File: src/rtl/text_cursor_ctrl.sv
// Text-terminal cursor controller: turns UART bytes into character-RAM writes,
// tracks the cursor, and sweeps the screen to BLANK on form feed.
module text_cursor_ctrl #(
  parameter int          COLS  = 32,
  parameter int          ROWS  = 4,
  parameter logic [7:0]  BLANK = 8'h20
) (
  input  logic       clk,
  input  logic       reset,
  input  logic [7:0] rx_data,
  input  logic       rx_valid,
  output logic       rx_ready,
  output logic       wr_en,
  output logic [1:0] wr_row,
  output logic [4:0] wr_col,
  output logic [7:0] wr_data,
  output logic [1:0] cur_row,
  output logic [4:0] cur_col,
  output logic       busy
);

  localparam logic [4:0] COL_MAX = 5'(COLS - 1);
  localparam logic [1:0] ROW_MAX = 2'(ROWS - 1);

  localparam logic [7:0] CH_BS = 8'h08;
  localparam logic [7:0] CH_LF = 8'h0A;
  localparam logic [7:0] CH_FF = 8'h0C;
  localparam logic [7:0] CH_CR = 8'h0D;

  typedef enum logic [1:0] {IDLE, CLEAR, DONE} state_t;

  state_t     state;
  logic       accept;
  logic       printable;
  logic [1:0] bs_row;
  logic [4:0] bs_col;

  // Row-major step with wrap; masking keeps unused high bits at zero.
  function automatic logic [6:0] next_pos(input logic [1:0] r, input logic [4:0] c);
    if (c == COL_MAX) return {(r + 2'd1) & ROW_MAX, 5'd0};
    else              return {r, c + 5'd1};
  endfunction

  assign accept    = rx_valid && rx_ready;
  assign printable = (rx_data >= 8'h20) && (rx_data <= 8'h7E);

  // NOTE: every always_comb output gets a default first so no latch is inferred.
  always_comb begin
    bs_row = cur_row;
    bs_col = cur_col;
    if (cur_col != 5'd0) begin
      bs_col = cur_col - 5'd1;
    end else if (cur_row != 2'd0) begin
      bs_row = cur_row - 2'd1;
      bs_col = COL_MAX;
    end
  end

  // NOTE: sequential state uses non-blocking assignments only, so every register
  // samples pre-edge values regardless of statement order.
  always_ff @(posedge clk) begin
    if (reset) begin
      state    <= IDLE;
      rx_ready <= 1'b1;
      busy     <= 1'b0;
      wr_en    <= 1'b0;
      wr_row   <= 2'd0;
      wr_col   <= 5'd0;
      wr_data  <= 8'd0;
      cur_row  <= 2'd0;
      cur_col  <= 5'd0;
    end else begin
      wr_en <= 1'b0;
      case (state)
        IDLE: begin
          if (accept) begin
            if (printable) begin
              wr_en              <= 1'b1;
              wr_row             <= cur_row;
              wr_col             <= cur_col;
              wr_data            <= rx_data;
              {cur_row, cur_col} <= next_pos(cur_row, cur_col);
            end else if (rx_data == CH_CR || rx_data == CH_LF) begin
              cur_col <= 5'd0;
              cur_row <= (cur_row + 2'd1) & ROW_MAX;
            end else if (rx_data == CH_BS) begin
              wr_en   <= 1'b1;
              wr_row  <= bs_row;
              wr_col  <= bs_col;
              wr_data <= BLANK;
              cur_row <= bs_row;
              cur_col <= bs_col;
            end else if (rx_data == CH_FF) begin
              state    <= CLEAR;
              rx_ready <= 1'b0;
              busy     <= 1'b1;
              wr_en    <= 1'b1;
              wr_row   <= 2'd0;
              wr_col   <= 5'd0;
              wr_data  <= BLANK;
            end
          end
        end
        CLEAR: begin
          // The write address doubles as the sweep counter.
          if (wr_row == ROW_MAX && wr_col == COL_MAX) begin
            state   <= DONE;
            busy    <= 1'b0;
            cur_row <= 2'd0;
            cur_col <= 5'd0;
          end else begin
            wr_en            <= 1'b1;
            {wr_row, wr_col} <= next_pos(wr_row, wr_col);
          end
        end
        DONE: begin
          state    <= IDLE;
          rx_ready <= 1'b1;
        end
        default: begin
          state    <= IDLE;
          rx_ready <= 1'b1;
          busy     <= 1'b0;
        end
      endcase
    end
  end

endmodule

File: config.mk
export PLATFORM = sky130hd
export DESIGN_NAME = text_cursor_ctrl
export DESIGN_NICKNAME = d
export VERILOG_FILES = /design/src/rtl/text_cursor_ctrl.sv
export SDC_FILE = /design/constraint.sdc
export NUM_CORES = 1
export LEC_CHECK = 0
export CAP_MARGIN = 15
export CORE_AREA = 4 4 79 81
export DETAILED_ROUTE_END_ITERATION = 6
export DIE_AREA = 0 0 83 85
export GPL_TIMING_DRIVEN = 0
export PLACE_DENSITY = 0.62
export SLEW_MARGIN = 10
export SYNTH_ARGS = -nofsm -noshare
export SYNTH_HDL_FRONTEND = slang
export SYNTH_SLANG_ARGS = --single-unit
File: constraint.sdc
create_clock -name clk -period 4.1 [get_ports clk]
set_input_delay 0.82 -clock clk [delete_from_list [all_inputs] [get_ports clk]]
set_output_delay 0.82 -clock clk [all_outputs]
set_load 0.05 [all_outputs]
# [After elaboration in Yosys (flattened, before gate mapping)]
# Index checks and enable logic that the tools add are counted.
[op_classes] addsub=6 multipliers=0 n_div=0 n_lt_le_gt_ge=2 eq_ne=22 n_shift=0 muxes=63 n_bitwise=2 reduce_logical=17
[ops] cell="$mux 5" count=13
[ops] cell="$mux 2" count=19
[ops] cell="$eq 8x4->1 const B" count=4
[ops] cell="$mux 8" count=4
[ops] cell="$pmux 5 s2" count=2
[ops] cell="$ne 2x2->1 const B" count=9
[ops] cell="$reduce_and 6->1" count=3
[ops] cell="$mux 1" count=17
[ops] cell="$mux 7" count=2
[ops] cell="$pmux 2 s2" count=3
[ops] cell="$add 5x1->5 const B" count=2
[ops] cell="$eq 5x5->1 const B" count=2
[ops] cell="$reduce_and 5->1" count=2
[ops] cell="$ge 8x6->1 const B" count=1
[ops] cell="$le 8x7->1 const B" count=1
[ops] cell="$ne 4x4->1 const B" count=2
[ops] cell="$reduce_and 4->1" count=2
[ops] cell="$reduce_and 7->1" count=1
[ops] cell="$ne 3x3->1 const B" count=2
[ops] cell="$reduce_bool 5->1" count=1
[ops] cell="$sub 5x1->5 const B" count=1
[ops] cell="$add 2x1->2 const B" count=2
[ops] cell="$eq 2x2->1 const B" count=2
[ops] cell="$pmux 1 s2" count=2
[ops] cell="9 further kinds" count=13
[totals] register_bits=27 latch_bits=0 mem_bits_rw=0 mem_bits_ro=0 output_inout_bits=25 word_cells=121 n_memories=0

# [Depth between registers and ports, before layout]
# Gate-level depths: netlist of run 1.
[logic_depth] word_depth=8 depth_mapped=9 mapped_depth_nobuf=8

# [Least setup slack after synthesis of run 1]
# No wires, ideal clock.
[synth_path] path_type="register to register" start="reg wr_col[0]" end="reg wr_col[0]" setup_ps=122 t_arrival_ps=2229 t_required_ps=3978 path_slack_ps=1749 stages_incl_launch_ff=10 n_path_buf=1 synth_period_minus_slack_ps=2351 path_cell_list="dfxtp_1 -> ha_1 -> and3_1 -> ha_1 -> a21boi_0 -> nor2_1 -> a311o_1 -> buf_2 -> a211oi_1 -> nor3_1"
[synth_via] elab_chain_cells=4 elab_cells_between_ends=8 classes_between="1 x add/sub; 2 x eq/ne; 3 x mux; 2 x reduce/logical"
[synth_rtl] element="start: declaration" line="15" source="output logic [4:0] wr_col,"
[synth_rtl] element="start signal: assignment" line="80" source="wr_col <= cur_col;"
[synth_rtl] element="start signal: assignment" line="89" source="wr_col <= bs_col;"
[synth_rtl] element="start signal: assignment" line="113" source="{wr_row, wr_col} <= next_pos(wr_row, wr_col);"
[synth_rtl] element="$add 5x1->5 or $eq 5x5->1 (tied branches)" line="41, 40, 106"
[synth_rtl] element="$mux 7 or $logic_and 1x1->1 (tied branches)" line="40, 106"
[synth_rtl] element="$mux 5 or $ne 2x2->1 (tied branches)"
[synth_rtl] element="$pmux 5 s2 or $reduce_and 5->1 (tied branches)"
# Several ways; a longest one is shown, not always the timed one. The select of a mux whose other input is x is not followed.
# A chain may end at the register's enable or synchronous reset.

# [Worst setup path in the final report of run 1]
[layout_path] start="in rx_data[3]" end="reg wr_col[1]"
[layout_via] elab_chain_cells=6 elab_cells_between_ends=16 classes_between="2 x order compare; 6 x eq/ne; 5 x mux; 3 x reduce/logical"
[layout_rtl] element="start: declaration" line="10" source="input logic [7:0] rx_data,"
[layout_rtl] element="parallel branches: the longest is 6 deep, another holds $ge 8x6->1"
# Parallel ways; which one is timed is not known. The select of a mux whose other input is x is not followed.

==> load_flow_metrics.sql, run 1 <==
INSERT INTO impl_metrics (metric_group, metric, value, unit) VALUES
('clock_network', 'number_of_cts_inserted_buffers', '3', ''),
('synthesis', 'ff_latch_count_synth', '27', ''),
('power_and_ir_drop', 'net-switching-power', '0.278', 'mW'),
('critical_path', 'timing.critical_path.buf_inv', '1', ''),
('clock_network', 'clockRootBuffer', 'clkbuf_8', ''),
('routing', 'wl_per_cell', '15.5', 'µm'),
('synthesis', 'number_of_enable_type_register_cells_in_the_synthesized_netlist', '0', ''),
('sta', 'maxSlewHeadroom', '45.2', '%'),
('clock_network', 'cts_hold_buffers', '0', ''),
('clock_network', 'clockBufferDepth', '2', ''),
('routing', 'vias_per_cell', '5.64', ''),
('floorplan', 'die_y', '85', 'µm'),
('final_layout', 'final_nets', '288', ''),
('sta', 'report.final.setup_viol', '0', ''),
('power_and_ir_drop', 'cellLeakagePower', '0.874', 'nW'),
('place', 'dpl-instance-area', '2340', 'µm²'),
('grt', 'track_usage', '15.2', '%'),
('routing', 'initialDrtViolationCount', '146', ''),
('sta', 'timing_max_transition_violations_final', '0', ''),
('synthesis', 'synth_sequential_area_ratio', '28.3', '%'),
('place', 'placement.io_buffers', '34', ''),
('critical_path', 'worstSetupEndpointType', 'flip-flop', ''),
('final_layout', 'fillerInstances', '559', ''),
('critical_path', 'worst-endpoint-required', '4.29', 'ns'),
('synthesis', 'yosys_warnings', '0', ''),
('final_layout', 'fraction_of_final_layout_cells_with_drive_strength_greater_than_1', '8.24', '%'),
('place', 'dpl_worst_slack', '1.05', 'ns'),
('clock_network', 'clock_sinks', '27', ''),
('critical_path', 'start_kind', 'input port', ''),
('grt', 'wire_length_of_the_first_global_routing_pass', '9.07', 'mm'),
('power_and_ir_drop', 'part_of_the_power_in_the_clock_network', '21.6', '%'),
('floorplan', 'core_area', '5470', 'µm²'),
('run_status', 'outcome', 'complete, no violations', ''),
('final_layout', 'flow.area_growth_from_synthesis', '25.0', '%'),
('sta', 'fmaxAchievable', '0.356', 'GHz'),
('synthesis', 'syn-mean-instance-area', '8.33', 'µm²'),
('floorplan', 'num_io_pins', '36', ''),
('clock_network', 'worst_skew_pair.late_latency', '0.28', 'ns'),
('sta', 'holdWs', '0.457', 'ns'),
('power_and_ir_drop', 'power.sequential.fraction', '39.7', '%'),
('flow_run', 'maxCapViolCount', '0', ''),
('grt', 'first_global_vias', '1873', ''),
('power_and_ir_drop', 'report.power.total', '0.732', 'mW'),
('critical_path', 'critical_path.top_delay_family', 'simple AND/OR/NAND/NOR gates', ''),
('routing', 'detailedRoute.firstPassIterationCount', '5', ''),
('clock_network', 'clkSlewWorstSetupHoldPaths', '0.10', 'ns'),
('power_and_ir_drop', 'power_report.internal_total', '0.454', 'mW'),
('sta', 'final.setup.tns', '0', 'ns'),
('grt', 'gr-total-overflow', '0', ''),
('routing', 'routed_wl', '5.26', 'mm'),
('sta', 'period_needed', '2.81', 'ns'),
('clock_network', 'cts_tree', 'yes', ''),
('hold_path', 'holdCritPathClass', 'flip-flop to flip-flop', ''),
('power_and_ir_drop', 'power_switching_share', '38.0', '%'),
('critical_path', 'worstPathCellList', 'clkdlybuf4s50_1, nor4b_1, nand2_1, o31ai_1, a21oi_1, o41ai_2', ''),
('grt', 'groute.layer.met2.usage', '23.9', '%'),
('sta', 'fin_crit_sh', '68.4', '%'),
('sta', 'fin_worst_skew', '0.00477', 'ns'),
('critical_path', 'crit_arrival', '2.99', 'ns'),
('clock_network', 'postCtsSetupRepairBufs', '0', ''),
('grt', 'use_met3', '2.43', '%'),
('synthesis', 'postSynthCellCount', '229', ''),
('sta', 'worst_slew_pin_slew', '0.820', 'ns'),
('critical_path', 'critical_path.max_stage_delay', '0.64', 'ns'),
('critical_path', 'path_max_fanout', '9', ''),
('place', 'dp.final_hpwl', '3.97', 'mm'),
('synthesis', 'synth_top_flop_cell', 'dfxtp_1', ''),
('final_layout', 'design_area', '2380', 'µm²'),
('sta', 'hold_viol', '0', ''),
('grt', 'use_met1', '20.9', '%'),
('routing', 'drc', '0', '');
kinds of logic (layout without fill, tap and decap cells):
| family | count (synthesis) | in the layout | share of synthesized area, % |
|---|---|---|---|
| DFF | 27 | 27 | 28.3 |
| muxes | 3 | 3 | 1.57 |
| adders and majority gates | 9 | 9 | 5.90 |
| xor gates and xnor gates | 2 | 2 | 0.918 |
| AOI/OAI and AO/OA | 74 | 74 | 28.7 |
| buffers and inverters | 19 | 57 | 5.25 |
| and+or+nand+nor | 95 | 95 | 29.3 |
cell type report:
class / instances / area (µm²) / area share, %
multi-input cells: 183 / 1270 / 53.1
flip-flops and latches: 27 / 541 / 22.7
inverters: 8 / 30.0 / 1.26
clock buffers: 3 / 41.3 / 1.73
plain buffers: 11 / 70.1 / 2.94
well taps: 72 / 90.1 / 3.78
clock inverters: 1 / 5.00 / 0.210
repair buffers: 34 / 340 / 14.3
flip-flops by register name, summed over array words and instances (netlist names):
signal / flops
state: 2
wr_data: 8
wr_en: 1
busy: 1
wr_row: 2
rx_ready: 1
cur_col: 5
cur_row: 2
wr_col: 5
routing by layer:
layer / vias up / share of wire, %
li1: 954 / -
met1: 889 / 46
met2: 62 / 46
met3: 6 / 5.9
met4: 0 / 1.5
met5: - / 0
tightest hold or removal path, stage by stage (launching register included):
cell	delay, ns
dfxtp_1	0.32
nand2_1	0.05
a21oi_1	0.05
cell usage after synthesis (3+ instances only):
cell / instances / share of area [%]
a211oi_1: 3 / 1.2
nor3_1: 4 / 1.0
a21oi_1: 17 / 4.5
o32ai_1: 5 / 2.3
dfxtp_1: 27 / 28
clkbuf_1: 5 / 0.98
nor3b_1: 5 / 2.0
o211ai_1: 3 / 1.2
o31ai_1: 3 / 1.2
mux2i_1: 3 / 1.6
nand2b_1: 5 / 1.6
o21ai_0: 6 / 1.6
nor4_1: 3 / 0.98
inv_1: 8 / 1.6
o21ai_1: 7 / 1.8
nand3b_1: 4 / 1.6
nor2_1: 24 / 4.7
a22o_1: 3 / 1.4
nand3_1: 12 / 3.1
ha_1: 9 / 5.9
nor2b_1: 5 / 1.6
nand2_1: 14 / 2.8
o41ai_1: 3 / 1.4
power groups by stage:
stage	logic [mW]	registers, mW	clock network (mW)
after CTS	0.281	0.291	0.168
after global routing	0.308	0.294	0.176
after detailed placement	0.279	0.297	0
final	0.283	0.291	0.159
after global placement	0.278	0.297	0
after floorplan	0.161	0.335	0
path summary, 6_finish.rpt:
| kind | from | endpoint | slack, ns | cells past startpoint |
|---|---|---|---|---|
| setup / recovery | rx_data[3] | wr_col[1]$_SDFFE_PP0P_ | 1.29 | 6 |
| hold / removal | wr_data[1]$_SDFFE_PP0P_ | wr_data[1]$_SDFFE_PP0P_ | 0.46 | 2 |
| setup reg to reg | cur_col[0]$_SDFFE_PP0P_ | cur_col[1]$_SDFFE_PP0P_ | 1.65 | 7 |
| hold reg to reg | wr_data[1]$_SDFFE_PP0P_ | wr_data[1]$_SDFFE_PP0P_ | 0.46 | 2 |
No activity file was read; power rests on OpenSTA's default activity.
==> run 2: changes to the inputs <==
- clock period: 4.1 -> 2.6 ns (I/O delays scaled with it)
==> load_flow_metrics.sql, run 2 (synthesis results as in run 1) <==
INSERT INTO impl_metrics (metric_group, metric, value, unit) VALUES
('run_status', 'outcome', 'complete, no violations', ''),
('final_layout', 'layout_commonest_cell', 'clkdlybuf4s50_1', ''),
('routing', 'initialDrtViolationCount', '150', ''),
('sta', 'period_needed', '2.37', 'ns'),
('routing', 'routed_wl', '5.26', 'mm'),
('routing', 'detailedRoute.firstPassIterationCount', '4', ''),
('clock_network', 'cts_tree', 'yes', ''),
('final_layout', 'design_area', '2400', 'µm²'),
('sta', 'timing_max_transition_violations_final', '0', ''),
('routing', 'route.vias.total', '1873', ''),
('grt', 'grt_antenna_before_repair', '0', ''),
('routing', 'remaining_antenna_violation_count', '0', ''),
('power_and_ir_drop', 'cellLeakagePower', '0.884', 'nW'),
('place', 'placement.io_buffers', '34', ''),
('floorplan', 'fp-row-count', '27', ''),
('floorplan', 'die_y', '85', 'µm'),
('hold_path', 'holdCritPathClass', 'flip-flop to flip-flop', ''),
('grt', 'first_global_vias', '1873', ''),
('floorplan', 'starting_density', '34.9', '%'),
('sta', 'fmaxAchievable', '0.422', 'GHz'),
('grt', 'grt_max_degree', '16', ''),
('sta', 'worst_slew_pin_slew', '0.526', 'ns'),
('clock_network', 'clock_sinks', '27', ''),
('clock_network', 'postCtsSetupRepairBufs', '0', ''),
('final_layout', 'share_of_the_core_filled_with_cells_in_the_final_layout', '43.9', '%'),
('critical_path', 'worstSetupEndpointType', 'flip-flop', ''),
('place', 'dp.final_hpwl', '3.97', 'mm'),
('sta', 'report.final.setup_viol', '0', ''),
('clock_network', 'worst_skew_pair.late_latency', '0.28', 'ns'),
('grt', 'gr-total-overflow', '0', ''),
('critical_path', 'crit_arrival', '2.52', 'ns'),
('power_and_ir_drop', 'report.power.total', '1.17', 'mW'),
('grt', 'wire_length_of_the_first_global_routing_pass', '9.07', 'mm'),
('floorplan', 'num_io_pins', '36', ''),
('sta', 'fin_crit_sh', '91.1', '%'),
('sta', 'fin_worst_skew', '0.00532', 'ns'),
('final_layout', 'mostFrequentLayoutCells', '34 x clkdlybuf4s50_1, 27 x dfxtp_1, 24 x nor2_1', ''),
('final_layout', 'top_register', 'wr_data', ''),
('clock_network', 'clockRootBuffer', 'clkbuf_8', ''),
('final_layout', 'largest_register_ffs', '8', ''),
('final_layout', 'antenna_diodes', '0', ''),
('routing', 'wl_per_cell', '15.5', 'µm'),
('final_layout', 'fraction_of_final_layout_cells_with_drive_strength_greater_than_1', '8.61', '%'),
('final_layout', 'layout_top_registers', 'wr_data x8, cur_col x5, wr_col x5', ''),
('floorplan', 'fp.dieW', '83', 'µm'),
('flow_run', 'maxCapViolCount', '0', ''),
('sta', 'hold_viol', '0', ''),
('critical_path', 'worst-setup-path-type', 'input port to flip-flop', ''),
('clock_network', 'number_of_cts_inserted_buffers', '3', ''),
('clock_network', 'clkSlewWorstSetupHoldPaths', '0.10', 'ns'),
('final_layout', 'final_nets', '288', ''),
('sta', 'grt_setup_unrepaired', 'no', ''),
('place', 'globalplace.congestion', '0.905', ''),
('power_and_ir_drop', 'power-per-cell-area', '486', 'nW/µm²'),
('clock_network', 'cts_max_level', '1', ''),
('floorplan', 'die_area', '7060', 'µm²'),
('critical_path', 'worst-endpoint-required', '2.76', 'ns'),
('sta', 'maxSlewHeadroom', '64.8', '%'),
('final_layout', 'flow.area_growth_from_synthesis', '25.8', '%'),
('grt', 'track_usage', '15.2', '%'),
('critical_path', 'path_max_fanout', '10', ''),
('floorplan', 'core_area', '5470', 'µm²'),
('clock_network', 'clockBufferDepth', '2', ''),
('place', 'dpl-instance-area', '2340', 'µm²'),
('routing', 'drc', '0', ''),
('routing', 'vias_per_cell', '5.53', ''),
('critical_path', 'start_kind', 'input port', ''),
('power_and_ir_drop', 'vdd.ir_drop.worst', '231', 'µV');
==> run 2: changes by cell type in the layout (fill, tap and decap cells not counted) <==
| cell | delta |
|---|---|
| nor4b_4 | +1 |
| nor4b_1 | -1 |
==> run 2: routing by layer <==
metal	vias up	share of wire, %	track usage (%)
li1	950	-	-
met1	872	47	20.9
met2	49	47	23.9
met3	2	5.5	2.43
met4	0	0.78	6.09
met5	-	0	0
==> run 2: timing repair <==
| action | CTS | global route |
|---|---|---|
| resized for setup | 0 | 2 |
| setup endpoints to repair | 0 | 5 |
| hold buffers | 0 | 0 |
==> run 2: per-stage QoR <==
| stage | hold WS, ns | setup TNS, ns | std cells | setup WS, ns |
|---|---|---|---|---|
| finish | 0.457 | 0 | 339 | 0.232 |
| detailed placement | 0.444 | -0.514 | 335 | -0.154 |
| global route | 0.477 | 0 | 339 | 0.0516 |
| floorplan | 0.640 | 0 | 229 | 0.249 |
| CTS | 0.460 | 0 | 339 | 0.148 |
| global placement | 0.446 | -0.157 | 335 | -0.0905 |
==> run 2: power breakdown <==
group          leakage, nW  switching (mW)  internal, mW  total, mW
Clock               0.0255           0.143         0.108      0.250
Sequential           0.219          0.0277         0.432      0.460
Combinational        0.640           0.272         0.183      0.455
Total                0.884           0.443         0.723       1.17
==> run 2: final timing paths <==
check	startpoint	endpoint	slack, ns	cells after the start
worst max-delay path	rx_data[2]	wr_row[0]$_SDFFE_PP0P_	0.23	7
worst min-delay path	wr_data[1]$_SDFFE_PP0P_	wr_data[1]$_SDFFE_PP0P_	0.46	2
worst max register to register	wr_col[0]$_SDFFE_PP0P_	wr_col[0]$_SDFFE_PP0P_	0.28	9
worst min register to register	wr_data[1]$_SDFFE_PP0P_	wr_data[1]$_SDFFE_PP0P_	0.46	2
==> run 2: area by class of cell <==
type	instances	area [µm²]
flip-flops and latches	27	541
clock inverters	1	5.00
multi-input cells	183	1280
repair buffers	34	340
clock buffers	3	41.3
well taps	72	90.1
plain buffers	11	70.1
inverters	8	30.0
fillers	561	3070
==> run 2: worst max-delay path: stages <==
cell             delay [ns]
clkdlybuf4s50_1        0.63
nand4_1                0.25
o21ai_4                0.38
buf_2                  0.30
nor3_1                 0.08
o31ai_1                0.27
a21oi_1                0.10
